`src/rtl/fft_stage_sequencer.sv`:
```
`default_nettype none
// ============================================================================
// Module   : fft_stage_sequencer
// Function : Runs an in-place radix-2 DIT FFT over a dual-port data RAM, one
//            butterfly per clock, around an external combinational butterfly.
// Revision : 1.0 - initial release
// ============================================================================
module fft_stage_sequencer #(
    parameter int MAX_LOG2N = 10,
    parameter int ADDR_W    = MAX_LOG2N,
    parameter int TW_ADDR_W = MAX_LOG2N - 1
) (
    input  logic                 i_clk,
    input  logic                 i_rst,
    input  logic                 i_start,
    input  logic [3:0]           i_log2n,
    output logic                 o_busy,
    output logic                 o_done,
    output logic                 o_rd_en,
    output logic [ADDR_W-1:0]    o_rd_addr_1,
    output logic [ADDR_W-1:0]    o_rd_addr_2,
    input  logic [31:0]          i_rd_data_1,
    input  logic [31:0]          i_rd_data_2,
    output logic                 o_tw_rd_en,
    output logic [TW_ADDR_W-1:0] o_tw_addr,
    input  logic [31:0]          i_tw_data,
    output logic                 o_bf_valid,
    output logic [31:0]          o_bf_di_1,
    output logic [31:0]          o_bf_di_2,
    output logic [31:0]          o_bf_w,
    input  logic                 i_bf_valid,
    input  logic [31:0]          i_bf_do_1,
    input  logic [31:0]          i_bf_do_2,
    output logic                 o_wr_en,
    output logic [ADDR_W-1:0]    o_wr_addr_1,
    output logic [ADDR_W-1:0]    o_wr_addr_2,
    output logic [31:0]          o_wr_data_1,
    output logic [31:0]          o_wr_data_2
);

    localparam logic [1:0] c_st_idle  = 2'd0;
    localparam logic [1:0] c_st_run   = 2'd1;
    localparam logic [1:0] c_st_drain = 2'd2;
    localparam logic [1:0] c_st_done  = 2'd3;

    localparam logic [3:0] c_max_log2n = 4'(MAX_LOG2N);
    localparam logic [3:0] c_tw_top    = 4'(MAX_LOG2N - 1);

    logic [1:0]        r_state;
    logic [3:0]        r_log2n;
    logic [3:0]        r_stage;
    logic [ADDR_W-1:0] r_k;
    logic              r_drain;
    logic [ADDR_W-1:0] r_addr_1_d;
    logic [ADDR_W-1:0] r_addr_2_d;

    logic                 w_rd_en;
    logic                 w_start_ok;
    logic [ADDR_W-1:0]    w_half;
    logic [ADDR_W-1:0]    w_pos;
    logic [ADDR_W-1:0]    w_grp;
    logic [ADDR_W-1:0]    w_addr_1;
    logic [ADDR_W-1:0]    w_addr_2;
    logic [ADDR_W-1:0]    w_k_max;
    logic [TW_ADDR_W-1:0] w_tw_addr;

    // Butterfly k of stage s pairs (grp*2*half + pos) with its partner half away.
    always_comb begin
        w_half    = ADDR_W'(1) << r_stage;
        w_pos     = r_k & (w_half - ADDR_W'(1));
        w_grp     = r_k >> r_stage;
        w_addr_1  = (w_grp << (r_stage + 4'd1)) | w_pos;
        w_addr_2  = w_addr_1 + w_half;
        w_k_max   = (ADDR_W'(1) << (r_log2n - 4'd1)) - ADDR_W'(1);
        w_tw_addr = TW_ADDR_W'(w_pos) << (c_tw_top - r_stage);
    end

    assign w_rd_en    = (r_state == c_st_run);
    assign w_start_ok = i_start && (i_log2n != 4'd0) && (i_log2n <= c_max_log2n);

    assign o_busy      = (r_state == c_st_run) || (r_state == c_st_drain);
    assign o_rd_en     = w_rd_en;
    assign o_tw_rd_en  = w_rd_en;
    assign o_rd_addr_1 = w_rd_en ? w_addr_1 : '0;
    assign o_rd_addr_2 = w_rd_en ? w_addr_2 : '0;
    assign o_tw_addr   = w_rd_en ? w_tw_addr : '0;
    assign o_bf_di_1   = i_rd_data_1;
    assign o_bf_di_2   = i_rd_data_2;
    assign o_bf_w      = i_tw_data;

    always_ff @(posedge i_clk) begin
        if (i_rst) begin
            r_state     <= c_st_idle;
            r_log2n     <= 4'd0;
            r_stage     <= 4'd0;
            r_k         <= '0;
            r_drain     <= 1'b0;
            r_addr_1_d  <= '0;
            r_addr_2_d  <= '0;
            o_done      <= 1'b0;
            o_bf_valid  <= 1'b0;
            o_wr_en     <= 1'b0;
            o_wr_addr_1 <= '0;
            o_wr_addr_2 <= '0;
            o_wr_data_1 <= '0;
            o_wr_data_2 <= '0;
        end else begin
            o_done     <= 1'b0;
            o_bf_valid <= w_rd_en;
            r_addr_1_d <= w_addr_1;
            r_addr_2_d <= w_addr_2;
            // A butterfly that reports invalid simply loses its write slot.
            o_wr_en    <= o_bf_valid & i_bf_valid;
            if (o_bf_valid) begin
                o_wr_data_1 <= i_bf_do_1;
                o_wr_data_2 <= i_bf_do_2;
                o_wr_addr_1 <= r_addr_1_d;
                o_wr_addr_2 <= r_addr_2_d;
            end

            case (r_state)
                c_st_idle: begin
                    if (w_start_ok) begin
                        r_log2n <= i_log2n;
                        r_stage <= 4'd0;
                        r_k     <= '0;
                        r_state <= c_st_run;
                    end
                end
                c_st_run: begin
                    if (r_k == w_k_max) begin
                        r_k     <= '0;
                        r_drain <= 1'b0;
                        r_state <= c_st_drain;
                    end else begin
                        r_k <= r_k + ADDR_W'(1);
                    end
                end
                c_st_drain: begin
                    // Two idle cycles let the stage's last write land before the next read.
                    if (r_drain) begin
                        if (r_stage < (r_log2n - 4'd1)) begin
                            r_stage <= r_stage + 4'd1;
                            r_state <= c_st_run;
                        end else begin
                            r_state <= c_st_done;
                        end
                    end else begin
                        r_drain <= 1'b1;
                    end
                end
                c_st_done: begin
                    o_done  <= 1'b1;
                    r_state <= c_st_idle;
                end
                default: r_state <= c_st_idle;
            endcase
        end
    end

endmodule
`default_nettype wire
```
`config.mk`:
```
export PLATFORM = sky130hd
export DESIGN_NAME = fft_stage_sequencer
export DESIGN_NICKNAME = d
export VERILOG_FILES = /design/src/rtl/fft_stage_sequencer.sv
export SDC_FILE = /design/constraint.sdc
export NUM_CORES = 1
export LEC_CHECK = 0
export BUFFER_PORTS_ARGS = -buffer_cell sky130_fd_sc_hd__buf_4
export CORE_UTILIZATION = 30
export DETAILED_ROUTE_END_ITERATION = 7
export GPL_ROUTABILITY_DRIVEN = 0
export PLACE_DENSITY = 0.67
export SYNTH_ARGS = -nofsm -noshare
export SYNTH_HDL_FRONTEND = slang
export SYNTH_SLANG_ARGS = --single-unit
export TNS_END_PERCENT = 20
```
`constraint.sdc`:
```
create_clock -name i_clk -period 9 [get_ports i_clk]
set_clock_uncertainty 0.1 [all_clocks]
set_input_delay 2.25 -clock i_clk [delete_from_list [all_inputs] [get_ports i_clk]]
set_output_delay 2.25 -clock i_clk [all_outputs]
set_load 0.01 [all_outputs]
```
======== Word-level counts from Yosys, hierarchy flattened ========
Index checks and enable logic that the tools add are counted.
word-level totals
  bits in registers ....................... 128
  latch bits .............................. 0
  bits in writable memories ............... 0
  ROM bits ................................ 0
  input bits .............................. 168
  output and inout bits ................... 215
  memories kept ........................... 0
cells by class
  $add $sub $neg .......................... 7
  multiply operators ...................... 0
  divide/modulo/power cells ............... 0
  magnitude comparators ................... 2
  equality and inequality tests ........... 8
  shifts and indexed selects .............. 5
  multiplexer cells ....................... 18
  bitwise operators ....................... 3
  reduce and logical (&&, ||, !) cells .... 13
operator list
  cell                                                                   number
  10-bit 2-to-1 mux                                                      4
  10-bit one-hot mux with 2 select lines                                 1
  1-bit by 4-bit << shifter with 10-bit output (first input constant)    2
  4-bit 2-to-1 mux                                                       3
  10-bit by 1-bit adder with 10-bit output (second input constant)       1
  10-bit adder                                                           1
  10-bit AND                                                             1
  10-bit == test                                                         1
  10-bit OR                                                              1
  10-bit by 4-bit << shifter with 10-bit output                          1
  10-bit by 4-bit >> shifter with 10-bit output                          1
  10-bit by 1-bit subtractor with 10-bit output (second input constant)  1
  10-bit by 2-bit subtractor with 10-bit output (second input constant)  1
  9-bit 2-to-1 mux                                                       1
  9-bit by 4-bit << shifter with 9-bit output                            1
  2-bit 2-to-1 mux                                                       4
  2-bit one-hot mux with 4 select lines                                  1
  4-bit one-hot mux with 2 select lines                                  1
  2-bit AND reduction                                                    3
  2-bit nonzero test                                                     3
  4-bit by 1-bit adder with 4-bit output (second input constant)         1
  2-bit == test (second input constant)                                  2
  4-bit <= comparator (second input constant)                            1
  4-bit < comparator                                                     1
  14 further kinds                                                       18

======== Logic depth before layout (Yosys ltp) ========
Gate-level depths: netlist of run 1.
  word-level depth ........................ 6
  mapped depth ............................ 19

======== Least setup slack after synthesis of run 1 ========
Ideal clock, no wire load.
  kind .................................... reg-to-output
  start ................................... register r_stage[1]
  end ..................................... output port o_rd_addr_2[9]
  arrival ................................. 4.081 ns
  required time ........................... 6.650 ns
  slack ................................... 2.569 ns
  stages on the path, launching flop included .. 19
  cell sequence ........................... dfxtp_1 buf_2 buf_2 clkinv_1 ha_1 clkbuf_1 clkbuf_1 or4_1 nor2b_1 inv_1 ha_1 a21o_1 a21o_1 nand2_1 o21ai_0 a21oi_1 a21oi_1 or4_1 o21ai_1
between the ends
  cells in the longest elaborated chain, start to end .. 6
RTL lines
  item                                           RTL line  RTL
  start: declaration                             51        logic [3:0] r_stage;
  start signal: assignment                       143       r_stage <= r_stage + 4'd1;
  1-bit by 4-bit << shifter with 10-bit output   69        w_half = ADDR_W'(1) << r_stage;
  10-bit by 1-bit subtractor with 10-bit output  70        w_pos = r_k & (w_half - ADDR_W'(1));
  10-bit AND                                     70
  10-bit OR *                                    72        w_addr_1 = (w_grp << (r_stage + 4'd1)) | w_pos;
  named net w_addr_1[1]                          62        logic [ADDR_W-1:0] w_addr_1;
  10-bit adder *                                 73        w_addr_2 = w_addr_1 + w_half;
  10-bit 2-to-1 mux *                            85        assign o_rd_addr_2 = w_rd_en ? w_addr_2 : '0;
  end: declaration                               21        output logic [ADDR_W-1:0] o_rd_addr_2,
Mark *: on every way through the listed nets, which the timed path passes. The rest lies on a longest branch.

======== Final worst setup path of run 1 ========
Ends and elaborated chain as after synthesis.

==> impl_metrics.tcl, run 1 <==
set metrics [dict create \
    run_status "finished clean" \
    track_usage 0.146 \
    whs_path_depth 2 \
    share_of_layout_cells_above_drive_strength_1 0.245 \
    cts_inserted_buffers 17 \
    overflow 0 \
    initial_core_utilization 0.306 \
    final.hold.worst_slack_ns 0.363 \
    critPathMaxFanout 21 \
    layout_utilization 0.363 \
    multiInputGateArea_um2 4320 \
    synth-edff-count 0 \
    worst-slew-pin-transition_ns 0.895 \
    setup-violations-final 0 \
    post-route-worst-setup-slack_ns 1.82 \
    report.final.slew_viol_count 0 \
    yosys.area.top_type "dfxtp_1" \
    place_area_um2 8860 \
    post-route-period-util 0.798 \
    number_of_max_cap_violations 0 \
    viasPerCell 4.90 \
    routed-via-count 6547 \
    finish.cell_count_without_fillers 1337 \
    final.min_clock_period_ns 7.18 \
    critical_path_required_ns 6.65 \
    dp_hpwl_um 14900 \
    rr_endpoint "r_addr_2_d[9]" \
    met2WireLength_um 9230 \
    rsz0062_at_grt "false" \
    post_synthesis_sequential_element_count 128 \
    met3RoutedLength_um 1610 \
    reg2reg_depth 15 \
    die-height_um 165 \
    cts-hold-fix-buffers 0 \
    hold_start "r_addr_1_d[5]" \
    detail_route.drc_violations 0 \
    diodes_inserted 0 \
    holdPathEnd "o_wr_addr_1[5]" \
    timing.slew.headroom 0.403 \
    clock_latency_ns 0.41 \
    syn-instance-count 930 \
    layout.cell_area.non_filler_um2 9430 \
    cts-root-buf "clkbuf_16" \
    p_r_area_growth_vs_syn_pct 18.7 \
    finalHoldViolations 0 \
    hp-class "reg -> reg" \
    cts_htree_levels 4 \
    seq_area_frac_synth 0.323 \
    final_cell_mix "buf_4, nor2_1, dfxtp_1" \
    layout_commonest_cell "buf_4" \
    wl_per_cell_um 15.2 \
    fmax_mhz 139 \
    detailedRoute.firstIterationViolations 451 \
    timing_worst_setup_path_type "reg -> out" \
    number_of_nets_in_the_synthesized_netlist 1130 \
    filler_cell_count 2641 \
    post-place-cells 1305 \
    synth-warning-count 0 \
    rrSetupSlack_ns 4.53 \
    route.final.wire_length_um 20300 \
    first_pass_iters 5 \
    grt_start_max_net_pins 85 \
    floorplan.die.width_um 165 \
    leakage_nw 4.05 \
    antenna_left 0 \
    cts_max_path_buffers 2 \
    totalNegativeSetupSlack_ns 0 \
    placement.io_buffers 190 \
    nNetsFinal 1189 \
    power_density_nw_per_um2 193 \
    highest_signal_layer_in_the_routed_design "met4" \
    site_row_count 59 \
    first_global_vias 5953 \
    clkSinkCount 128 \
    post-place-ws_ns 2.35 \
    core_um2 26000 \
    grt_antenna_before_repair 0 \
    worst_setup_path_start_kind "flop" \
    critPathArrivalTime_ns 4.83 \
    clk_transition_reported_paths_ns 0.06 \
    syn_avg_cell_area_um2 8.54 \
    die-area_um2 27100 \
    io_pins 383 \
    sequential_standard_cell_area_um2 2570 \
    totalPowerFinal_mw 1.82 \
    synthDistinctLibCells 78 \
    tritoncts_clock_tree "yes" \
    wl_met1_um 8890 \
    crit-reg2reg-launch "r_stage[1]" \
    cts_resized 0 \
    synth_async_sr_flop_share 0 \
    power.ir.vdd_worst_mv 0.137 \
    crit_path_end_kind "primary output" \
    cts_setup_buffers 0 \
    synth_flop_cell "dfxtp_1" \
    netlist_top_cells_area "dfxtp_1, mux2i_1, buf_4" \
    first_pass_grt_wire_length_um 30800 \
    syn-cell-area_um2 7940 \
    synthDominantCellAreaShare 0.323 \
]
==> power by group <==
group          internal (mW)  switching (mW)  leakage (nW)
sequential             0.618          0.0530          1.04
combinational          0.231           0.263          2.74
clock                  0.395           0.264         0.277
==> final cells by class <==
type / count / area share
Tap cell: 335 / 0.0445
Multi-Input combinational cell: 622 / 0.458
Clock inverter: 12 / 0.0117
Timing Repair Buffer: 194 / 0.155
Sequential cell: 128 / 0.272
Inverter: 26 / 0.0104
Clock buffer: 20 / 0.0485
==> synth_stat cells (3+ instances only) <==
master	count
a21boi_1	3
nand2b_1	6
a21oi_1	30
a311o_1	4
nor4_1	4
nor3_1	19
o21ai_0	17
or4_1	4
inv_1	23
buf_4	98
nand4_1	7
nand2_1	48
nor2b_1	17
nand3_1	12
xnor2_1	13
nand3b_1	4
a21o_1	6
o32ai_1	3
xor2_1	19
nor2_1	142
clkbuf_1	38
o21ai_1	12
mux2i_1	105
mux2_2	4
o211ai_1	5
dfxtp_1	128
a22oi_1	6
ha_1	31
o21a_1	4
and2_1	26
a211oi_1	3
buf_2	6
o31ai_1	7
buf_1	11
o22ai_1	8
==> routing by layer <==
layer / vias to the layer above / global-route usage
met2: 253 / 0.225
met3: 54 / 0.0437
met4: 0 / 0.0742
met5: - / 0
li1: 3209 / -
met1: 3031 / 0.182
==> critical path, cell delays in order, from the launching register on <==
cell	delay, ns
dfxtp_1	0.60
buf_4	0.35
mux2_2	0.38
a32o_1	0.22
o31ai_1	0.54
mux2i_1	0.19
a21boi_1	0.29
inv_1	0.08
ha_1	0.32
a21o_1	0.19
nand2_1	0.10
o21ai_0	0.09
a21oi_1	0.19
a21oi_1	0.13
or4_1	0.51
o21ai_1	0.09
buf_4	0.14
==> cells by family (layout without fill, tap and decap cells) <==
group	after synthesis	after routing	share of synthesized area
mux	112	112	0.144
fa+ha+maj	32	32	0.0514
compound gates	135	135	0.122
flops	128	128	0.323
simple gates	309	309	0.187
buf+inv	180	252	0.133
xor+xnor	34	34	0.0402
==> worst max path at each step <==
stage	cells past startpoint	startpoint	endpoint
floorplan	18	r_stage[1]	o_rd_addr_2[9]
global placement	17	r_stage[2]	o_rd_addr_2[9]
detailed placement	16	r_stage[1]	o_rd_addr_2[9]
CTS	16	r_stage[1]	o_rd_addr_2[9]
global route	15	r_stage[1]	o_rd_addr_2[9]
finish	16	r_stage[1]	o_rd_addr_2[9]
==> state kept, by name, summed over array words and instances (netlist names), 2 cells and up <==
name / cells
r_addr_2_d: 10
o_wr_addr_2: 10
r_stage: 4
o_wr_data_1: 32
o_wr_data_2: 32
r_k: 10
r_state: 2
r_addr_1_d: 10
o_wr_addr_1: 10
r_log2n: 4
Note: power is estimated with default switching activity, not from simulation.
==> run 2: changes to the inputs <==
--- a/config.mk
+++ b/config.mk
@@ -5,6 +5,7 @@
 export SDC_FILE = /design/constraint.sdc
 export NUM_CORES = 1
 export LEC_CHECK = 0
+export ABC_AREA = 1
 export BUFFER_PORTS_ARGS = -buffer_cell sky130_fd_sc_hd__buf_4
 export CORE_UTILIZATION = 30
 export DETAILED_ROUTE_END_ITERATION = 7
==> constraint.sdc (replaced) <==
create_clock -name i_clk -period 7.1 [get_ports i_clk]
set_clock_uncertainty 0.1 [all_clocks]
set_input_delay 1.775 -clock i_clk [delete_from_list [all_inputs] [get_ports i_clk]]
set_output_delay 1.775 -clock i_clk [all_outputs]
set_load 0.01 [all_outputs]
==> run 2 against run 1 <==
  * Critical path depth up 5
  * Area after synthesis down 3.6%
  * Combinational power up 110%
==> impl_metrics.tcl, run 2 <==
set metrics [dict create \
    run_status "finished clean" \
    worst_setup_path_start_kind "flop" \
    p_r_area_growth_vs_syn_pct 20.7 \
    leakage_nw 4.54 \
    compound_gate_fraction_of_synth_area 0.115 \
    totalNegativeSetupSlack_ns 0 \
    hp-class "reg -> reg" \
    detailedRoute.firstIterationViolations 643 \
    synthMostInstantiatedCell "nor2_1" \
    synth_async_sr_flop_share 0 \
    io_pins 383 \
    cp_cell_sequence "buf_4, ha_1, ha_1, nand2_1, nand2_1, nor3_1, nand2_1, nor3_1, nand2_1, a21oi_1, a31oi_1, nand2_1, ha_1, nand2_1, inv_1, a221oi_1, nand2_1, nand2_1, nand2_1, nor2_1, buf_4" \
    overflow 0 \
    cts_resized 0 \
    detail_route.drc_violations 0 \
    nNetsFinal 1420 \
    floorplan.die.width_um 162 \
    synth_adder_area_share 0.0533 \
    rrSetupSlack_ns 3.39 \
    worst-slew-pin-transition_ns 0.864 \
    synth-edff-count 0 \
    filler_cell_count 2643 \
    sequential_standard_cell_area_um2 2560 \
    synth_simple_gate_area_frac 0.302 \
    cts-hold-fix-buffers 0 \
    final_cell_mix "nor2_1, buf_4, nand2_1" \
    crit_path_end_kind "primary output" \
    die-height_um 162 \
    wl_per_cell_um 13.7 \
    critical_path_required_ns 5.22 \
    grt_start_max_net_pins 86 \
    cts_htree_levels 4 \
    syn-instance-count 1144 \
    netlist_top_cells_area "dfxtp_1, nor2_1, buf_4" \
    synth.top_cells.by_count "nor2_1, nand2_1, dfxtp_1, o21ai_0, buf_4" \
    first_pass_grt_wire_length_um 34200 \
    worstSetupStartpoint "r_stage[0]" \
    cts_max_path_buffers 2 \
    critical_path.max_stage_delay_ns 0.38 \
    total_stage_count_of_the_critical_path 21 \
    route.final.wire_length_um 21400 \
    critPathCapture "o_rd_addr_2[9]" \
    synthDominantCellAreaShare 0.335 \
    site_row_count 58 \
    synth_flop_cell "dfxtp_1" \
    finalHoldViolations 0 \
    cts-root-buf "clkbuf_16" \
    largest_registers_ranked_by_flip_flop_count "o_wr_data_1 x32, o_wr_data_2 x32" \
    reg2reg_depth 19 \
    number_of_max_cap_violations 0 \
    die-area_um2 26200 \
    post_synth_mux_area_share 0.00131 \
    placement.io_buffers 190 \
    crit-reg2reg-launch "r_stage[0]" \
    cpLargestDelayFamily "simple AND/OR/NAND/NOR gates" \
    seq_area_frac_synth 0.335 \
    initial_core_utilization 0.305 \
    layout_commonest_cell "nor2_1" \
    setup-violations-final 0 \
    first_global_vias 6832 \
    cpMostUsedCell "nand2_1" \
    final.min_clock_period_ns 5.99 \
    viasPerCell 4.72 \
    critPathMaxFanout 24 \
    number_of_nets_in_the_synthesized_netlist 1344 \
    totalPowerFinal_mw 2.87 \
    syn_avg_cell_area_um2 6.69 \
    report.final.slew_viol_count 0 \
    share_of_layout_cells_above_drive_strength_1 0.207 \
    timing_worst_setup_path_type "reg -> out" \
    rr_endpoint "r_addr_2_d[9]" \
    post_synthesis_sequential_element_count 128 \
    post-route-period-util 0.844 \
    clkSinkCount 128 \
    rsz0062_at_grt "false" \
    timing.slew.headroom 0.424 \
    track_usage 0.162 \
    critical_path_buf_inv_count 3 \
    cts_setup_buffers 0 \
    diodes_inserted 0 \
    clock_latency_ns 0.42 \
    dp_hpwl_um 15900 \
    fmax_mhz 167 \
    clk_transition_reported_paths_ns 0.06 \
    yosys.area.top_type "dfxtp_1" \
    tritoncts_clock_tree "yes" \
    critPathArrivalTime_ns 4.12 \
    slowest_cp_cell "dfxtp_1" \
    synth_xor_area_frac 0.0275 \
    routed-via-count 7376 \
    core_um2 25100 \
    multiInputGateArea_um2 3820 \
    antenna_left 0 \
    power.ir.vdd_worst_mv 0.173 \
    dominant_combinational_cell_family_by_area_after_synthesis "simple AND/OR/NAND/NOR gates" \
    power_density_nw_per_um2 311 \
    first_pass_iters 5 \
    cts_inserted_buffers 17 \
    grt_antenna_before_repair 0 \
    syn-cell-area_um2 7650 \
    synth-warning-count 0 \
    synthDistinctLibCells 39 \
]
-- run 2: worst min-delay path by stage --
stage / startpoint / end / slack [ns] / cells after the start
final: r_addr_1_d[2] / o_wr_addr_1[2] / 0.35 / 2
after global routing: r_addr_2_d[6] / o_wr_addr_2[6] / 0.38 / 2
after CTS: r_addr_2_d[6] / o_wr_addr_2[6] / 0.36 / 2
after detailed placement: r_addr_2_d[1] / o_wr_addr_2[1] / 0.34 / 2
after global placement: r_addr_2_d[4] / o_wr_addr_2[4] / 0.33 / 2
after floorplan: r_addr_1_d[0] / o_wr_addr_1[0] / 0.33 / 2
-- run 2: worst reg2reg max path: cells and delay by family (launching register included) --
| family | cells | cell delay [ns] |
|---|---|---|
| buffers and inverters | 2 | 0.29 |
| AND/OR/NAND/NOR | 11 | 1.42 |
| adder cells (fa/ha/maj) | 3 | 0.71 |
| flip-flops | 1 | 0.38 |
| AO/OA/AOI/OAI | 3 | 0.71 |
-- run 2: cells by family after synthesis --
group                    after synthesis
AND/OR/NAND/NOR                      556
multiplexers                           1
XOR/XNOR                              21
AO/OA/AOI/OAI                        167
buffers and inverters                239
flip-flops                           128
adder cells (fa/ha/maj)               32
-- run 2: cell type report --
cell class              count  area share
inverters                  97      0.0394
repair buffers            199       0.162
well taps                 330      0.0447
clock inverters            14      0.0158
flip-flops and latches    128       0.277
clock buffers              18      0.0475
multi-input cells         777       0.413
-- run 2: stage by stage --
| step | worst slack, ns | cell area [um^2] | utilization | hold slack, ns | instances |
|---|---|---|---|---|---|
| finish | 1.11 | 9240 | 0.368 | 0.353 | 1563 |
| global route | 0.713 | 9240 | 0.368 | 0.383 | 1563 |
| CTS | 1.18 | 9240 | 0.368 | 0.358 | 1563 |
| detailed placement | 1.63 | 8650 | 0.345 | 0.340 | 1531 |
| global placement | 1.69 | 8650 | 0.345 | 0.334 | 1531 |
| floorplan | 1.62 | 7650 | - | 0.331 | 1144 |
-- run 2: report_power, final --
| part | total [mW] | internal (mW) | switching [mW] |
|---|---|---|---|
| combinational | 1.06 | 0.409 | 0.646 |
| clock | 0.870 | 0.503 | 0.367 |
| sequential | 0.949 | 0.869 | 0.0798 |
-- run 2: routing by layer --
metal,vias up,GRT usage,routed length (um)
met5,-,0,0
met4,0,0.0617,472
met3,44,0.0421,1400
met2,252,0.260,9730
met1,3369,0.208,9750
li1,3711,-,-
